$ cat src/rtl/bcd_group_counter.sv
// -----------------------------------------------------------------------------
// bcd_group_counter
//
// Counts single-cycle item events in groups of GROUP_SIZE and accumulates the
// number of completed groups as a DIGITS-wide BCD total for 7-segment display.
// Everything runs in the clk domain. There are no derived clocks.
//
// Parameters
//   GROUP_SIZE  items per group (2..2**PW)
//   PW          width of the partial-group count
//   DIGITS      number of BCD digits in the total (1..8)
//   WRAP        1: total wraps all-9s -> 0; 0: total saturates at all-9s
//
// Ports
//   clk         in   system clock, rising edge
//   reset       in   asynchronous, active-high reset
//   item_in     in   one item counted on each rising edge where it is 1
//   clear       in   synchronous clear of counts and flags (beats item_in)
//   partial     out  items in the current incomplete group
//   bcd_total   out  completed groups in BCD, digit i at [4i+3:4i]
//   group_done  out  one-cycle pulse on the cycle after a group completes
//   overflow    out  sticky flag: the total stepped past all-9s
// -----------------------------------------------------------------------------
module bcd_group_counter #(
  parameter int GROUP_SIZE = 12,
  parameter int PW         = 4,
  parameter int DIGITS     = 2,
  parameter bit WRAP       = 1'b1
) (
  input  logic                  clk,
  input  logic                  reset,
  input  logic                  item_in,
  input  logic                  clear,
  output logic [PW-1:0]         partial,
  output logic [4*DIGITS-1:0]   bcd_total,
  output logic                  group_done,
  output logic                  overflow
);

  localparam logic [PW-1:0] LAST_ITEM = PW'(GROUP_SIZE - 1);

  logic [PW-1:0]       partial_q,  partial_d;
  logic [4*DIGITS-1:0] total_q,    total_d;
  logic                done_q,     done_d;
  logic                overflow_q, overflow_d;

  logic [4*DIGITS-1:0] total_inc;
  logic                total_all_nines;

  // Decimal increment of the total. The carry ripples through every digit
  // in the same cycle; a carry out of the top digit means the total was all 9s.
  always_comb begin
    logic carry;
    // NOTE: every variable written here gets a default first, so no path
    // leaves it unassigned and no latch is inferred.
    carry     = 1'b1;
    total_inc = total_q;
    for (int i = 0; i < DIGITS; i++) begin
      if (carry) begin
        if (total_q[4*i +: 4] == 4'd9) begin
          total_inc[4*i +: 4] = 4'd0;
        end else begin
          total_inc[4*i +: 4] = total_q[4*i +: 4] + 4'd1;
          carry               = 1'b0;
        end
      end
    end
    total_all_nines = carry;
  end

  // Next state: clear > item_in > hold. group_done defaults low so it can only
  // ever be a single-cycle pulse.
  always_comb begin
    partial_d  = partial_q;
    total_d    = total_q;
    done_d     = 1'b0;
    overflow_d = overflow_q;

    if (clear) begin
      partial_d  = '0;
      total_d    = '0;
      overflow_d = 1'b0;
    end else if (item_in) begin
      if (partial_q == LAST_ITEM) begin
        partial_d = '0;
        done_d    = 1'b1;
        if (total_all_nines) begin
          overflow_d = 1'b1;
          // Wrap uses the carried-out increment (all zeros); saturate holds.
          total_d    = WRAP ? total_inc : total_q;
        end else begin
          total_d = total_inc;
        end
      end else begin
        partial_d = partial_q + PW'(1);
      end
    end
  end

  always_ff @(posedge clk or posedge reset) begin
    if (reset) begin
      partial_q  <= '0;
      total_q    <= '0;
      done_q     <= 1'b0;
      overflow_q <= 1'b0;
    end else begin
      // NOTE: state registers use non-blocking assignments so every flop
      // samples the pre-edge values, independent of statement order.
      partial_q  <= partial_d;
      total_q    <= total_d;
      done_q     <= done_d;
      overflow_q <= overflow_d;
    end
  end

  assign partial    = partial_q;
  assign bcd_total  = total_q;
  assign group_done = done_q;
  assign overflow   = overflow_q;

endmodule
$ cat config.mk
export PLATFORM = sky130hd
export DESIGN_NAME = bcd_group_counter
export DESIGN_NICKNAME = d
export VERILOG_FILES = /design/src/rtl/bcd_group_counter.sv
export SDC_FILE = /design/constraint.sdc
export NUM_CORES = 1
export LEC_CHECK = 0
export BUFFER_PORTS_ARGS = -buffer_cell sky130_fd_sc_hd__buf_2
export CAP_MARGIN = 10
export CORE_MARGIN = 3
export CORE_UTILIZATION = 30
export CTS_CLUSTER_SIZE = 8
export DETAILED_ROUTE_END_ITERATION = 12
export PLACE_DENSITY = 0.58
export SKIP_CTS_REPAIR_TIMING = 1
export SLEW_MARGIN = 20
export SYNTH_ARGS = -nofsm -noshare
export SYNTH_HDL_FRONTEND = slang
export SYNTH_SLANG_ARGS = --single-unit
$ cat constraint.sdc
create_clock -name clk -period 1.6 [get_ports clk]
set_input_delay 0.32 -clock clk [delete_from_list [all_inputs] [get_ports clk]]
set_output_delay 0.32 -clock clk [all_outputs]
set_load 0.01 [all_outputs]
==> metrics.csv, run 1 <==
metric,value,unit
Worst-Skew Late Latency,0.27,ns
Ports,18,
final wirelength,1800,um
layout cells sized above 1,31.9,%
CP Max Fanout,5,
Post-synth EDFFs,0,
Pre-antenna DRT Iters,4,
1st-iter DRT viols,23,
CP Class,flip-flop to flip-flop,
setup TNS,0,ns
Root Driver,clkbuf_4,
nature of the critical path endpoint,flip-flop,
Vias/cell,5.18,
wire length on met2,799,um
fin. max-slew vios,0,
post-synth top area share,44.2,%
min Tclk post-route,1.50,ns
Setup-failing EPs final,0,
Yosys reg bits,14,
first-pass GRT wire length,3020,um
Die Span Y,57.4,um
full die area,3300,sq um
Core ar.,2500,sq um
worst rel slew slack,63.5,%
Mean Syn Cell Area,9.67,sq um
Register-to-Register Path Depth,5,
Die X,57.4,um
endpoints failing hold,0,
Pleak,0.530,nW
DR WL/cell,12.6,um
row cnt,18,
Power Density,640,nW/um^2
max_cap viols,0,
run status,finished clean,
worst-margin pin slew,0.547,ns
CTS tree,done,
Clock transition at path regs,0.09,ns
Syn Inst Count,82,
"Warnings, synthesis",0,
Hold Slack,0.0727,ns
highest routed layer,met4,
Initial Utilization,31.7,%
DP HPWL,1370,um
Cell variety after synth,27,
Final Net Count,123,
most frequent cells in the layout,"17 x buf_2, 14 x dfrtp_1, 13 x buf_4, 9 x a21oi_1, 8 x nor2_1",
clk_skew,0.00323,ns
Startpoint Class,flip-flop,
worst path arrival time,1.70,ns
Synth Net Count,91,
Area growth syn-to-layout,30.9,%
antenna violation net count after detailed routing,0,
unrepaired setup endpoints after global routing,no,
gpl congestion,0.799,
"most common cell after layout, fill and taps aside",buf_2,
CTS buffer count,3,
H-tree levels,1,
total number of vias,741,
total congestion overflow,0,
CTS Sinks,14,
Mapped Area,793,sq um
clock buffer depth,2,
wire length on met1,853,um
Area contributors post-synth,"dfrtp_1 44%, ha_1 7.9%, a21oi_1 5.7%",
Hold Crit Class,input port to async pin,
Ant. Diodes,0,
Port Buffers,17,
"FFs w/ async S/R, synth",100,%
fin crit share,93.6,%
vias in the first global route,682,
f_max,0.668,GHz
post-synth top area cell,dfrtp_1,
drt drc,0,
Post-synth top flop,dfrtp_1,
post-synthesis sequential area ratio,44.2,%
GRT Util Overall,11.4,%
antenna violations before repair,0,
met3 wire length,138,um
Critical Path RT,1.81,ns
Max VDD drop,441,uV
largest net degree at the start of global routing,16,
-- where the power goes --
part | leakage (nW) | internal, W | total [W] | switching (W)
clock network | 0.0210 | 0.000138 | 0.000253 | 0.000114
registers | 0.194 | 0.000357 | 0.000360 | 0.00000218
logic | 0.315 | 0.0000219 | 0.0000527 | 0.0000308
total | 0.530 | 0.000518 | 0.000665 | 0.000147
-- critical path, cell delays in order, from the launching register on --
cell and delay [ns]:
dfrtp_1 0.40, inv_1 0.07, ha_1 0.19, and3b_1 0.21
or4_1 0.41, a21oi_1 0.15
-- per-stage QoR --
step	cells	setup WS [ns]	utilization (%)	cell area, sq um	power, W
2_1_floorplan	82	0.0442	-	793	0.000393
3_3_place_gp	137	0.124	39.4	985	0.000416
3_5_place_dp	137	0.0781	39.4	985	0.000417
4_1_cts	141	0.0598	40.8	1020	0.000670
5_1_grt	143	0.00484	41.5	1040	0.000702
6_report	143	0.103	41.5	1040	0.000665
-- area by class of cell --
| type | instances | area, sq um |
|---|---|---|
| clock buffers | 4 | 36.3 |
| inverters | 5 | 18.8 |
| repair buffers | 30 | 183 |
| well taps | 30 | 37.5 |
| fillers | 253 | 1460 |
| flip-flops and latches | 14 | 350 |
| multi-input cells | 60 | 413 |
-- logic make-up (layout without fill, tap and decap cells) --
kind of cell | count (synthesis) | in the layout | synth area share [%]
fa+ha+maj | 5 | 5 | 7.89
buf+inv | 8 | 39 | 4.10
flops | 14 | 14 | 44.2
compound gates | 21 | 21 | 15.1
simple gates | 32 | 32 | 26.2
mux | 2 | 2 | 2.52
-- worst paths after layout --
kind                              start  slack, ns      endpoint
min reg2reg                    overflow       0.50      overflow
min                               reset       0.07  bcd_total[4]
min in group clk                  clear       0.41    partial[1]
max reg2reg                bcd_total[5]       0.10  bcd_total[4]
max in group asynchronous         reset       1.17    partial[3]
max                        bcd_total[5]       0.10  bcd_total[4]
-- registers in the layout (all words and copies together), names as in the netlist --
name / flops
overflow: 1
group_done: 1
partial: 4
bcd_total: 8
-- cells in the mapped netlist (3+ instances only) --
cell type and n:
inv_1 5, nand3b_1 3, dfrtp_1 14, o21ai_0 6, nor2_1 8, ha_1 5
nand2_1 5, or4_1 3, a21oi_1 9
-- metal layers --
metal	vias to the layer above	global-route usage (%)
met5	-	0
met4	0	0.993
met3	2	3.62
met2	23	18.2
met1	358	15.6
li1	358	-
No activity file was read; power rests on OpenSTA's default activity.
==> inputs of run 2 (changes only) <==
BUFFER_PORTS_ARGS = default   (was -buffer_cell sky130_fd_sc_hd__buf_2)
DONT_BUFFER_PORTS = 1   (was default)
PLACE_DENSITY = 0.52   (was 0.58)
==> run 2 against run 1 <==
The run now ends with negative hold slack left. Sequential cell count unchanged. Global-route usage up 0.78 points. First-iteration DRC count down 13%. Sequential power about the same. Design area decreased by 6.0%. Via count is 10% lower. Clock skew down 0.00065 ns. Register-to-register slack is essentially flat. Critical path type unchanged. Critical endpoint is now bcd_total[3]. Largest cell class unchanged.
==> metrics.csv, run 2 (synthesized netlist as in run 1, its figures left out) <==
metric,value,unit,change
most frequent cells in the layout,"16 x buf_4, 14 x dfrtp_1, 9 x a21oi_1, 8 x nor2_1, 6 x o21ai_0",,"was 17 x buf_2, 14 x dfrtp_1, 13 x buf_4, 9 x a21oi_1, 8 x nor2_1"
antenna violation net count after detailed routing,0,,unchanged
Ports,18,,unchanged
Reg2Reg Setup Slack,0.09,ns,was 0.10 ns
highest routed layer,met4,,unchanged
Final Net Count,109,,was 123
endpoints failing hold,14,,was 0
H-tree levels,1,,unchanged
largest net degree at the start of global routing,16,,unchanged
Root Driver,clkbuf_4,,unchanged
antenna violations before repair,0,,unchanged
unrepaired setup endpoints after global routing,yes,,was no
Vias/cell,5.16,,was 5.18
FF-to-FF Start,partial[0],,was bcd_total[5]
drt drc,0,,unchanged
failing checks,negative hold slack,,
min Tclk post-route,1.51,ns,was 1.50 ns
Ant. Diodes,0,,unchanged
worst path arrival time,1.72,ns,was 1.70 ns
wire length on met2,863,um,was 799 um
Hold Crit Class,input port to async pin,,unchanged
max reg flops,8,,unchanged
CP Max Fanout,10,,was 5
Post-Layout Cell Count,129,,was 143
full die area,3300,sq um,unchanged
met3 wire length,107,um,was 138 um
Port Buffers,0,,was 17
Initial Utilization,31.7,%,unchanged
Pleak,0.460,nW,was 0.530 nW
CTS Sinks,14,,unchanged
Register-to-Register Path Depth,4,,was 5
Worst path max stage delay,0.52,ns,was 0.41 ns
CTS tree,done,,unchanged
max_cap viols,0,,unchanged
worst rel slew slack,62.5,%,was 63.5%
Setup-failing EPs final,0,,unchanged
FF-to-FF End,bcd_total[3],,was bcd_total[4]
clk_skew,0.00257,ns,was 0.00323 ns
DR WL/cell,14.1,um,was 12.6 um
total congestion overflow,0,,unchanged
CP max-delay cell,or4b_1,,was or4_1
Hold Slack,-0.0398,ns,was 0.0727 ns
worst-margin pin slew,0.562,ns,was 0.547 ns
"most common cell after layout, fill and taps aside",buf_4,,was buf_2
Critical Path RT,1.81,ns,about the same
f_max,0.663,GHz,was 0.668 GHz
GRT Util Overall,12.1,%,was 11.4%
nature of the critical path endpoint,flip-flop,,unchanged
fin. max-slew vios,0,,unchanged
vias in the first global route,683,,was 682
Startpoint Class,flip-flop,,unchanged
gpl congestion,0.759,,was 0.799
Clock transition at path regs,0.09,ns,about the same
CTS buffer count,3,,unchanged
Worst-Skew Late Latency,0.28,ns,was 0.27 ns
layout cells sized above 1,22.2,%,was 31.9%
wire length on met1,819,um,was 853 um
Die Span Y,57.4,um,unchanged
clock buffer depth,2,,unchanged
Pre-antenna DRT Iters,4,,unchanged
CP Class,flip-flop to flip-flop,,unchanged
Area growth syn-to-layout,23.0,%,was 30.9%
fin crit share,94.3,%,was 93.6%
total number of vias,665,,was 741
final wirelength,1820,um,was 1800 um
Core ar.,2500,sq um,unchanged
Inst Count DP,123,,was 137
crit-path cells,"ha_2, nand4b_4, or4b_1, a31oi_1",,"was inv_1, ha_1, and3b_1, or4_1, a21oi_1"
1st-iter DRT viols,20,,was 23
run status,"finished, violations left",,was finished clean
Power Density,668,nW/um^2,was 640 nW/um^2
Max VDD drop,440,uV,was 441 uV
first-pass GRT wire length,3060,um,was 3020 um
row cnt,18,,unchanged
DP HPWL,1330,um,was 1370 um
Die X,57.4,um,unchanged
run 2: how the worst max path moves through the flow:
stage,from,endpoint,depth (start not counted)
floorplan,partial[0],bcd_total[3],4
global placement,bcd_total[0],bcd_total[2],4
detailed placement,partial[0],bcd_total[3],4
CTS,partial[0],bcd_total[3],4
global route,partial[1],bcd_total[3],4
finish,partial[0],bcd_total[3],4
run 2: per-stage QoR:
step	setup TNS (ns)	power (W)	utilization, %	instance area, sq um	setup WS, ns
after floorplan	0	0.000393	-	793	0.0442
final	0	0.000652	39.0	976	0.0909
after global routing	-0.0151	0.000681	39.0	976	-0.0151
after detailed placement	0	0.000400	36.9	922	0.0881
after global placement	0	0.000398	36.9	922	0.119
after CTS	0	0.000666	38.3	958	0.0619
run 2: area by class of cell:
cell class / count / area (sq um)
repair buffers: 16 / 120
flip-flops and latches: 14 / 350
multi-input cells: 60 / 413
fillers: 266 / 1520
clock buffers: 4 / 36.3
well taps: 30 / 37.5
inverters: 5 / 18.8
run 2: routing by layer:
layer	GRT usage, %	vias to the layer above
met4	6.95	0
met5	0	-
met2	20.2	16
met3	4.30	4
li1	-	333
met1	13.3	312
run 2: critical path, delay by kind of cell, from the launching register on:
family / cells / cell delay [ns]
simple gates: 2 / 0.68
compound gates: 1 / 0.17
fa+ha+maj: 1 / 0.21
flops: 1 / 0.37
run 2: power breakdown:
part	switching [W]	internal, W	total [W]
combinational	0.0000190	0.0000131	0.0000322
sequential	0.00000248	0.000357	0.000360
clock	0.000121	0.000139	0.000260
total	0.000143	0.000509	0.000652
==> inputs of run 3 (changes only) <==
PLACE_DENSITY = 0.42   (was 0.52)
==> run 3 against run 2 <==
The run now ends clean. Clock skew up 0.00059 ns. Critical path depth did not move. Total power rose by 1.1%. Highest routed layer unchanged. Sequential cell count did not move. Sequential share of layout area is 1.1 points lower. Non-clock buffer count rose by 1. Largest cell class unchanged. Sequential power about the same. Cell count rose by 0.78%.
==> metrics.csv, run 3 (synthesized netlist as in run 1, its figures left out) <==
metric,value,unit,change
run status,finished clean,,"was finished, violations left"
FF-to-FF Start,partial[0],,unchanged
crit path launch,partial[0],,unchanged
Ports,18,,unchanged
min-delay src,clear,,
Top Family by Delay on Critical Path,simple AND/OR/NAND/NOR gates,,unchanged
first-pass GRT wire length,3150,um,was 3060 um
max_cap viols,0,,unchanged
total number of vias,662,,was 665
gpl congestion,0.717,,was 0.759
full die area,3300,sq um,unchanged
Vias/cell,5.09,,was 5.16
setup TNS,0,ns,unchanged
crit-path cells,"ha_4, nand4b_4, or4_1, a21oi_2",,"was ha_2, nand4b_4, or4b_1, a31oi_1"
max reg flops,8,,unchanged
CTS buffer count,3,,unchanged
Worst-Skew Late Latency,0.28,ns,about the same
Root Driver,clkbuf_4,,unchanged
DP HPWL,1330,um,about the same
f_max,0.661,GHz,was 0.663 GHz
met3 wire length,98,um,was 107 um
WP buf/inv,0,,unchanged
worst rel slew slack,63.0,%,was 62.5%
most frequent cells in the layout,"16 x buf_4, 14 x dfrtp_1, 8 x nor2_1, 7 x a21oi_1, 6 x o21ai_0",,"was 16 x buf_4, 14 x dfrtp_1, 9 x a21oi_1, 8 x nor2_1, 6 x o21ai_0"
endpoints failing hold,0,,was 14
fin crit share,94.5,%,was 94.3%
min Tclk post-route,1.51,ns,about the same
Core ar.,2500,sq um,unchanged
Area growth syn-to-layout,26.8,%,was 23.0%
vias in the first global route,678,,was 683
Worst path max stage delay,0.56,ns,was 0.52 ns
Hold Crit Class,input port to flip-flop,,was input port to async pin
Inst Count DP,122,,was 123
fin. max-slew vios,0,,unchanged
drt drc,0,,unchanged
CP Class,flip-flop to flip-flop,,unchanged
Startpoint Class,flip-flop,,unchanged
worst-margin pin slew,0.555,ns,was 0.562 ns
antenna violation net count after detailed routing,0,,unchanged
highest routed layer,met4,,unchanged
total congestion overflow,0,,unchanged
Final Net Count,110,,was 109
"most common cell after layout, fill and taps aside",buf_4,,unchanged
Placement Cell Area,915,sq um,was 922 sq um
DR WL/cell,14.0,um,was 14.1 um
wire length on met2,812,um,was 863 um
Post-Layout Cell Count,130,,was 129
wire length on met1,881,um,was 819 um
Clock transition at path regs,0.09,ns,about the same
CP Max Fanout,9,,was 10
1st-iter DRT viols,19,,was 20
Max VDD drop,262,uV,was 440 uV
unrepaired setup endpoints after global routing,yes,,unchanged
clock buffer depth,2,,unchanged
Die Span Y,57.4,um,unchanged
FF+latch area,350,sq um,unchanged
Power Density,656,nW/um^2,was 668 nW/um^2
CP max-delay cell,or4_1,,was or4b_1
post-place setup slack,0.0499,ns,was 0.0881 ns
CTS tree,done,,unchanged
Die X,57.4,um,unchanged
FILL cells,246,,was 266
Pleak,0.459,nW,was 0.460 nW
Multi-input gate area,433,sq um,was 413 sq um
Setup-failing EPs final,0,,unchanged
final instance area,1010,sq um,was 976 sq um
Port Buffers,0,,unchanged
row cnt,18,,unchanged
clk_skew,0.00317,ns,was 0.00257 ns
worst path arrival time,1.73,ns,was 1.72 ns
antenna violations before repair,0,,unchanged
Final WS setup,0.0875,ns,was 0.0909 ns
layout cells sized above 1,25.0,%,was 22.2%
nature of the critical path endpoint,flip-flop,,unchanged
largest net degree at the start of global routing,16,,unchanged
H-tree levels,1,,unchanged
Pre-antenna DRT Iters,3,,was 4
Critical Path RT,1.82,ns,was 1.81 ns
Initial Utilization,31.7,%,unchanged
CTS Sinks,14,,unchanged
Ant. Diodes,0,,unchanged
final wirelength,1820,um,about the same
GRT Util Overall,12.3,%,was 12.1%
==> run 3: cell types whose count changed in the layout (fill, tap and decap cells not counted), sizes merged <==
cell / change
dlygate4sd3: +1
==> run 3: report_power, final <==
group | leakage (nW) | internal (W) | switching [W]
clock network | 0.0210 | 0.000138 | 0.000123
logic | 0.244 | 0.0000177 | 0.0000196
registers | 0.194 | 0.000357 | 0.00000379
total | 0.459 | 0.000514 | 0.000146
==> run 3: area by class of cell <==
cell class | instances | share of cell area [%]
inverter | 5 | 1.87
tap | 30 | 3.73
sequential | 14 | 34.8
multi-input combinational | 60 | 43.0
timing repair buffer | 17 | 12.9
clock buffer | 4 | 3.61
==> run 3: final timing paths <==
kind / endpoint / slack (ns) / cells past startpoint
worst max register to register: bcd_total[5] / 0.09 / 4
max in group asynchronous: bcd_total[7] / 0.72 / 2
worst min-delay path: bcd_total[4] / 0.08 / 1
min in group asynchronous: group_done / 0.52 / 2
worst max-delay path: bcd_total[5] / 0.09 / 4
worst min register to register: overflow / 0.61 / 2
==> run 3: stage by stage <==
step	hold WS (ns)	util, %	total power, W
6_report	0.0810	40.2	0.000660
5_1_grt	0.0625	40.2	0.000692
4_1_cts	-0.0197	38.0	0.000661
3_5_place_dp	0.298	36.6	0.000399
3_3_place_gp	0.311	36.6	0.000399
2_1_floorplan	0.209	-	0.000393
==> run 3: worst reg2reg max path, stage by stage (launching register included) <==
cell and delay, ns:
dfrtp_1 0.40, ha_4 0.17, nand4b_4 0.16, or4_1 0.56
a21oi_2 0.15
==> run 3: metal layers <==
layer | vias to the layer above | global-route usage, %
li1 | 331 | -
met1 | 316 | 16.7
met4 | 0 | 5.96
met2 | 11 | 18.2
met3 | 4 | 2.94
met5 | - | 0
